===== config.mk =====
export PLATFORM = sky130hd
export DESIGN_NAME = score_board
export DESIGN_NICKNAME = d
export VERILOG_FILES = /design/src/rtl/score_board_pkg.sv /design/src/rtl/score_board_sb_lookup.sv /design/src/rtl/score_board.sv
export SDC_FILE = /design/constraint.sdc
export NUM_CORES = 1
export LEC_CHECK = 0
export BUFFER_PORTS_ARGS = -buffer_cell sky130_fd_sc_hd__buf_2
export CORE_MARGIN = 2
export CORE_UTILIZATION = 50
export DETAILED_ROUTE_END_ITERATION = 8
export PLACE_DENSITY = 0.78
export SLEW_MARGIN = 20
export SYNTH_ARGS = -nofsm -noshare
export SYNTH_HDL_FRONTEND = slang
export SYNTH_SLANG_ARGS = --single-unit

===== constraint.sdc =====
create_clock -name clk -period 7.89 [get_ports clk]
set_clock_uncertainty 0.2 [all_clocks]
set_input_delay 1.1835 -clock clk [delete_from_list [all_inputs] [get_ports clk]]
set_output_delay 1.1835 -clock clk [all_outputs]
set_load 0.01 [all_outputs]

===== src/rtl/score_board_pkg.sv =====
`default_nettype none
// ============================================================================
//  Module  : score_board_pkg
//  Purpose : Shared types for the issue-stage scoreboard: register address,
//            tracked-stage encoding, shadow-pipeline entry and operand select.
//  Ports   : none (package)
//  Rev     : 1.0  initial release
// ============================================================================
package score_board_pkg;

   localparam int SB_LANES  = 2;
   localparam int SB_STAGES = 3;

   typedef logic [4:0] reg_addr_t;

   // Where an operand value is taken from. Encoding doubles as
   // "stage index + 1" for the tracked stages.
   typedef enum logic [1:0] {
      SB_REGFILE = 2'd0,
      SB_EX      = 2'd1,
      SB_MEM     = 2'd2,
      SB_CMT     = 2'd3
   } sb_stage_t;

   typedef struct packed {
      logic      valid;
      reg_addr_t dst;
      logic      load;
   } sb_entry_t;

   typedef struct packed {
      sb_stage_t stage;
      logic      lane;
   } sb_data_t;

endpackage : score_board_pkg
`default_nettype wire


===== src/rtl/score_board_sb_lookup.sv =====
`default_nettype none
// ============================================================================
//  Module  : sb_lookup
//  Purpose : Combinational producer search for one source register over the
//            STAGES x LANES shadow pipeline. Youngest producer wins: EX over
//            MEM over CMT, and lane 1 over lane 0 within a stage.
//  Ports   : src       - source register address
//            entries   - shadow pipeline [stage][lane], stage 0 = EX
//            sel       - operand select {stage, lane}; REGFILE if no match
//            load_use  - matching producer is a load still in EX
//  Rev     : 1.0  initial release
// ============================================================================
module sb_lookup
   import score_board_pkg::*;
#(
   parameter int LANES  = 2,
   parameter int STAGES = 3
) (
   input  reg_addr_t                          src,
   input  sb_entry_t [STAGES-1:0][LANES-1:0]  entries,
   output sb_data_t                           sel,
   output logic                               load_use
);

   // Walk from oldest to youngest so the last match written is the
   // highest-priority producer.
   always_comb begin
      sel      = '0;
      load_use = 1'b0;
      if (src != '0) begin
         for (int s = STAGES - 1; s >= 0; s--) begin
            for (int l = 0; l < LANES; l++) begin
               if (entries[s][l].valid && (entries[s][l].dst == src)) begin
                  sel.stage = sb_stage_t'(2'(s + 1));
                  sel.lane  = 1'(l);
                  load_use  = (s == 0) && entries[s][l].load;
               end
            end
         end
      end
   end

endmodule : sb_lookup
`default_nettype wire


===== src/rtl/score_board.sv =====
`default_nettype none
// ============================================================================
//  Module  : score_board
//  Purpose : Issue-stage scoreboard and dual-issue scheduler. Tracks in-flight
//            destinations through EX/MEM/CMT, decides how many of the two
//            queue heads issue (in order) and produces bypass selects.
//  Ports   : clk, rst        - clock, synchronous active-high reset
//            iq_size         - valid queue heads (3 treated as 2)
//            cand_src        - [slot][operand] source registers
//            cand_dst        - [slot] destination register
//            cand_wen        - [slot] writes a register
//            cand_load       - [slot] is a load
//            stall           - freeze: no issue, shadow pipeline holds
//            flush           - drop all in-flight tracking
//            iq_pop_number   - instructions issued this cycle
//            score_board_data- operand selects {s1.op1,s1.op0,s0.op1,s0.op0}
//            issued_count    - statistics (SCORE_BOARD_STAT_EN), else 0
//            stall_count     - statistics (SCORE_BOARD_STAT_EN), else 0
//  Config  : define SCORE_BOARD_STAT_EN to build the statistics counters.
//  Rev     : 1.0  initial release
// ============================================================================
module score_board
   import score_board_pkg::*;
#(
   parameter int LANES  = 2,
   parameter int STAGES = 3
) (
   input  logic                  clk,
   input  logic                  rst,
   input  logic [1:0]            iq_size,
   input  logic [1:0][1:0][4:0]  cand_src,
   input  logic [1:0][4:0]       cand_dst,
   input  logic [1:0]            cand_wen,
   input  logic [1:0]            cand_load,
   input  logic                  stall,
   input  logic                  flush,
   output logic [1:0]            iq_pop_number,
   output logic [3:0][2:0]       score_board_data,
   output logic [31:0]           issued_count,
   output logic [31:0]           stall_count
);

   sb_entry_t [STAGES-1:0][LANES-1:0] entries;

   sb_data_t [3:0] op_sel;
   logic     [3:0] op_load_use;

   logic slot0_hazard;
   logic slot1_hazard;
   logic slot1_raw;
   logic slot1_waw;
   logic [1:0] issue_en;

   // One lookup per operand; operand i = slot (i/2), operand index (i%2)
   generate
      for (genvar i = 0; i < 4; i++) begin : g_lookup
         sb_lookup #(
            .LANES  (LANES),
            .STAGES (STAGES)
         ) u_lookup (
            .src      (cand_src[i/2][i%2]),
            .entries  (entries),
            .sel      (op_sel[i]),
            .load_use (op_load_use[i])
         );
         assign score_board_data[i] = op_sel[i];
      end
   endgenerate

   // Hazards. Slot 1 cannot forward from slot 0 in the same cycle, so any
   // read of slot 0's destination (or a write to the same register) blocks it.
   always_comb begin
      slot0_hazard = op_load_use[0] | op_load_use[1];
      slot1_raw    = cand_wen[0] && (cand_dst[0] != '0) &&
                     ((cand_src[1][0] == cand_dst[0]) ||
                      (cand_src[1][1] == cand_dst[0]));
      slot1_waw    = cand_wen[0] && cand_wen[1] && (cand_dst[0] != '0) &&
                     (cand_dst[0] == cand_dst[1]);
      slot1_hazard = op_load_use[2] | op_load_use[3] | slot1_raw | slot1_waw;
   end

   always_comb begin
      iq_pop_number = 2'd0;
      if (!rst && !flush && !stall && (iq_size != 2'd0) && !slot0_hazard) begin
         iq_pop_number = ((iq_size >= 2'd2) && !slot1_hazard) ? 2'd2 : 2'd1;
      end
   end

   assign issue_en = {iq_pop_number == 2'd2, iq_pop_number != 2'd0};

   // Shadow pipeline: EX <- issued slots, then shift toward CMT.
   always_ff @(posedge clk) begin
      if (rst || flush) begin
         entries <= '0;
      end else if (!stall) begin
         for (int s = STAGES - 1; s > 0; s--) begin
            entries[s] <= entries[s-1];
         end
         for (int l = 0; l < LANES; l++) begin
            entries[0][l].valid <= issue_en[l] && cand_wen[l] && (cand_dst[l] != '0);
            entries[0][l].dst   <= cand_dst[l];
            entries[0][l].load  <= cand_load[l];
         end
      end
   end

`ifdef SCORE_BOARD_STAT_EN
   logic [31:0] issued_cnt;
   logic [31:0] stall_cnt;

   always_ff @(posedge clk) begin
      if (rst) begin
         issued_cnt <= '0;
         stall_cnt  <= '0;
      end else begin
         issued_cnt <= issued_cnt + 32'(iq_pop_number);
         if ((iq_size != 2'd0) && (iq_pop_number == 2'd0)) begin
            stall_cnt <= stall_cnt + 32'd1;
         end
      end
   end

   assign issued_count = issued_cnt;
   assign stall_count  = stall_cnt;
`else
   assign issued_count = '0;
   assign stall_count  = '0;
`endif

endmodule : score_board
`default_nettype wire


# After elaboration in Yosys (flattened, before gate mapping)
# Cells that the tools add are included.
# classes
bitwise_logic	4
eq_ne	28
n_reduce_logical	53
n_mux	42
n_lt_le_gt_ge	1
# op_table
op	count
5-bit == test	27
3-bit 2-to-1 mux	28
1-bit logical AND	38
5-bit nonzero test	6
1-bit 2-to-1 mux	12
1-bit zero test	5
2-bit 2-to-1 mux	2
1-bit bitwise OR	4
2-bit nonzero test	2
2-bit == test (second input constant)	1
2-bit greater-or-equal comparator (second input constant)	1
1-bit logical OR	2
# word_totals
ff_bits	38
word_cells	142
out_inout_bits	78
inputBits	40

# Depth between registers and ports, before layout
# logic_depth
ltp_word	15
ltp_mapped	8

# Hierarchy
# A second synthesis with hierarchy kept.
# unflattened
hier_cells	492
hier_area_um2	4068.9
# by_module_without_submodules
module	instances	cells_each	area_per_inst_um2
score_board	1	236	2192.1
sb_lookup	4	64	469.2

# Least setup slack after synthesis
# Ideal clock, no wire load.
# synth_timing
path_type	in2out
startpoint	in cand_src[15] (netlist name)
endpoint	out iq_pop_number[1]
path_slack_ns	3.657
required_ns	6.506
cell_stages	6
arrival_ns	2.849
cell_sequence	buf_6 or4_4 nor2_4 and4bb_1 or4_4 nor2_1
# synth_between
elab_chain_cells	12
elab_cells_between_ends	18
classes_between	3 x eq/ne; 5 x mux; 3 x bitwise; 7 x reduce/logical
# synth_rtl
element	line_no	rtl
start, declared	score_board.sv:31	input logic [1:0][1:0][4:0] cand_src,
5-bit == test	score_board_sb_lookup.sv:33	if (entries[s][l].valid && (entries[s][l].dst == src)) begin
1-bit logical AND	score_board_sb_lookup.sv:33	
1-bit 2-to-1 mux (2 in a row)	score_board_sb_lookup.sv:33	
1-bit 2-to-1 mux	score_board_sb_lookup.sv:30	if (src != '0) begin
1-bit bitwise OR	score_board.sv:79	slot1_hazard = op_load_use[2] | op_load_use[3] | slot1_raw | slot1_waw;
1-bit bitwise OR * (2 in a row)	score_board.sv:79	
1-bit zero test *	score_board.sv:85	iq_pop_number = ((iq_size >= 2'd2) && !slot1_hazard) ? 2'd2 : 2'd1;
1-bit logical AND *	score_board.sv:85	
2-bit 2-to-1 mux *	score_board.sv:85	
2-bit 2-to-1 mux *	score_board.sv:84	if (!rst && !flush && !stall && (iq_size != 2'd0) && !slot0_hazard) begin
end, declared	score_board.sv:37	output logic [1:0] iq_pop_number,
# Mark *: on every way between the ends. The rest lies on a longest branch, timed or not.

# Final worst setup path
# layout_timing
startpoint	in cand_src[15] (netlist name)
endpoint	out iq_pop_number[0]
# The elaborated chain is that of the path after synthesis.

==> metrics.cfg <==
[outcome]
status = completed

[sta]
report.final.hold_viol_count = 0
finalCritPeriodShare_pct = 57.1
setup_total_negative_slack_ns = 0
slew_headroom_pct = 48.4
fmax_ghz = 0.222
rsz0062_at_grt = false
layout_min_cycle_time_ns = 4.50
maxSlewViolCount = 0
setup_viol = 0
worst_pin_slew_ns = 0.773

[power]
p_switching_w = 0.000148
p_leak_nw = 1.99
total_power_w = 0.000516
sw_frac_of_total_pct = 28.7
clock_power_share_pct = 40.7
power_density_nw_per_um2 = 129
vdd_drop_max_mv = 0.0674
p_int_w = 0.000368
seqPwrFrac_pct = 39.1
pwr-share-comb_pct = 20.2

[yosys]
synthCells = 493
synth_edf_count = 0
synth_area_um2 = 3970
synth-seq-cells = 38
ys_seq_area_share_pct = 19.2
synth_top_area_share_pct = 22.1
synthArstFlopShare_pct = 0
syn_area_per_cell_um2 = 8.05
yosysTopAreaCell = xor2_1
synth.distinct_cells = 41
ys_warn_count = 0
synth_area_leaders = xor2_1 (22%), dfxtp_1 (19%), buf_4 (12%)
synthFlopType = dfxtp_1

[floorplan]
ios = 118
start_util_pct = 51.3
rows = 32
die-area_um2 = 8660
die_h_um = 93.1
coreArea_um2 = 7730
fp.dieW_um = 93.1

[route]
wl_per_cell_um = 16.7
wl_mm = 10.0
drt-vias-per-instance = 5.49
drtAntennaViolNets = 0
drt_iter0_drc = 245
firstDrtPassIters = 5
drc_errors = 0
route.vias.total = 3280

[critical_path]
cp_slowest_cell = or4_4
crit_fanout = 8
path_common_cell = buf_2
crit_type = in2out
cp.buffers_inverters = 2
crit_family = simple AND/OR/NAND/NOR gates
cp-end-kind = output port
path_cells = buf_2, xor2_1, nor4_1, and3_2, and4bb_1, or4_4, nor2b_1, buf_2
required_ns = 6.51
crit_arrival_ns = 3.12
critical-path-max-stage-delay_ns = 0.54
crit_path_start_kind = input port

[cells_and_area]
area_growth_syn_to_layout_pct = 0.599
largest_register = entries
fin_nets = 534
filler_cell_count = 738
layout-drive-gt1-share_pct = 13.9
final_cells = 597
top_regs = entries: 38 flops
antenna_cells = 0
final_common_cell = xor2_1
largest_reg_flops = 38
layout_common_cells = xor2_1 (100), conb_1 (64), buf_2 (52)

[placement]
gp_congestion = 0.937
dp_cells = 589
hpwl_mm = 7.62
portBuffers = 53

[cts]
ctsResizeCount = 0
clock-sinks = 38
cts_made_buffers = 5
worstSkewPairLatency_ns = 0.30
cts_hold_buf = 0
clk_pin_slew_ns = 0.08
cts_max_path_buffers = 2
post_cts_buffers = 0
ctsRootBufferMaster = clkbuf_8
cts_tree = built
cts.htree.levels = 2

[grt]
grt_pass1_wl_mm = 15.6
grt_pass1_vias = 3086
grt_usage_pct = 23.1
grt_max_degree = 40
antenna_found_initial = 0
overflow = 0

[hold_path]
hold_class = reg2reg

[flow_run]
drv_cap = 0

==> final cells by class <==
cell class                 count  area (um2)  area share (%)
multi-input combinational    394        2690            67.3
sequential                    38         761            19.1
timing repair buffer          53         268            6.71
tap                          102         128            3.20
clock buffer                   6        82.6            2.07
clock inverter                 2        60.1            1.50
inverter                       2        7.51           0.188
==> layer usage <==
| layer | global-route usage [%] | up-vias | part of all wire (%) |
|---|---|---|---|
| met1 | 28.7 | 1556 | 41 |
| met5 | 0 | - | 0 |
| met4 | 9.56 | 0 | 2.6 |
| li1 | - | 1493 | - |
| met3 | 3.63 | 27 | 8.2 |
| met2 | 39.8 | 204 | 49 |
==> power groups by stage <==
| stage | combinational [W] | clock, W | sequential [W] |
|---|---|---|---|
| after floorplan | 0.000111 | 0 | 0.000199 |
| after global placement | 0.0000996 | 0 | 0.000206 |
| after detailed placement | 0.000103 | 0 | 0.000206 |
| after CTS | 0.000103 | 0.000209 | 0.000201 |
| after global routing | 0.000114 | 0.000217 | 0.000202 |
| final | 0.000104 | 0.000210 | 0.000201 |
==> stage by stage <==
| step | utilization (%) | area (um2) | hold slack [ns] | worst slack [ns] |
|---|---|---|---|---|
| 4_1_cts | 51.6 | 3990 | 0.390 | 3.40 |
| 5_1_grt | 51.7 | 3990 | 0.435 | 3.27 |
| 3_5_place_dp | 49.8 | 3850 | 0.379 | 3.41 |
| 3_3_place_gp | 49.8 | 3850 | 0.355 | 3.45 |
| 6_report | 51.7 | 3990 | 0.396 | 3.39 |
| 2_1_floorplan | - | 4200 | 0.299 | 3.66 |
==> synthesized netlist by cell type, types with 3 or more instances <==
library cell  count
a21oi_1           8
a31oi_1          10
and3_1           11
buf_1            11
buf_2            12
buf_4            66
buf_6             4
clkbuf_1         29
dfxtp_1          38
mux2i_1          38
nand2_1           6
nand2b_1          4
nand3_1           8
nor2_1           50
nor2b_1           4
nor3_1            3
nor4_1           25
or4_1             5
xnor2_1          35
xor2_1          100
==> final timing paths <==
path | start | to | slack, ns | cells after the start
setup / recovery | cand_src[15] | iq_pop_number[0] | 3.39 | 8
hold / removal | entries[41] | entries[41] | 0.40 | 2
setup reg to reg | entries[8] | entries[13] | 5.36 | 6
hold reg to reg | entries[41] | entries[41] | 0.40 | 2
==> worst min-delay path: stages (launching register included) <==
cell	delay [ns]
dfxtp_1	0.36
mux2i_1	0.15
nor2_1	0.05
==> cell families (layout without fill, tap and decap cells) <==
family / after synthesis / count (layout) / synth area share (%)
XOR/XNOR: 135 / 135 / 29.8
AND/OR/NAND/NOR: 126 / 126 / 16.9
buffers and inverters: 124 / 63 / 19.1
multiplexers: 38 / 38 / 9.59
flip-flops: 38 / 38 / 19.2
AO/OA/AOI/OAI: 31 / 31 / 5.36
other: 1 / 64 / 0.0945
(Power assumes the default switching activity.)
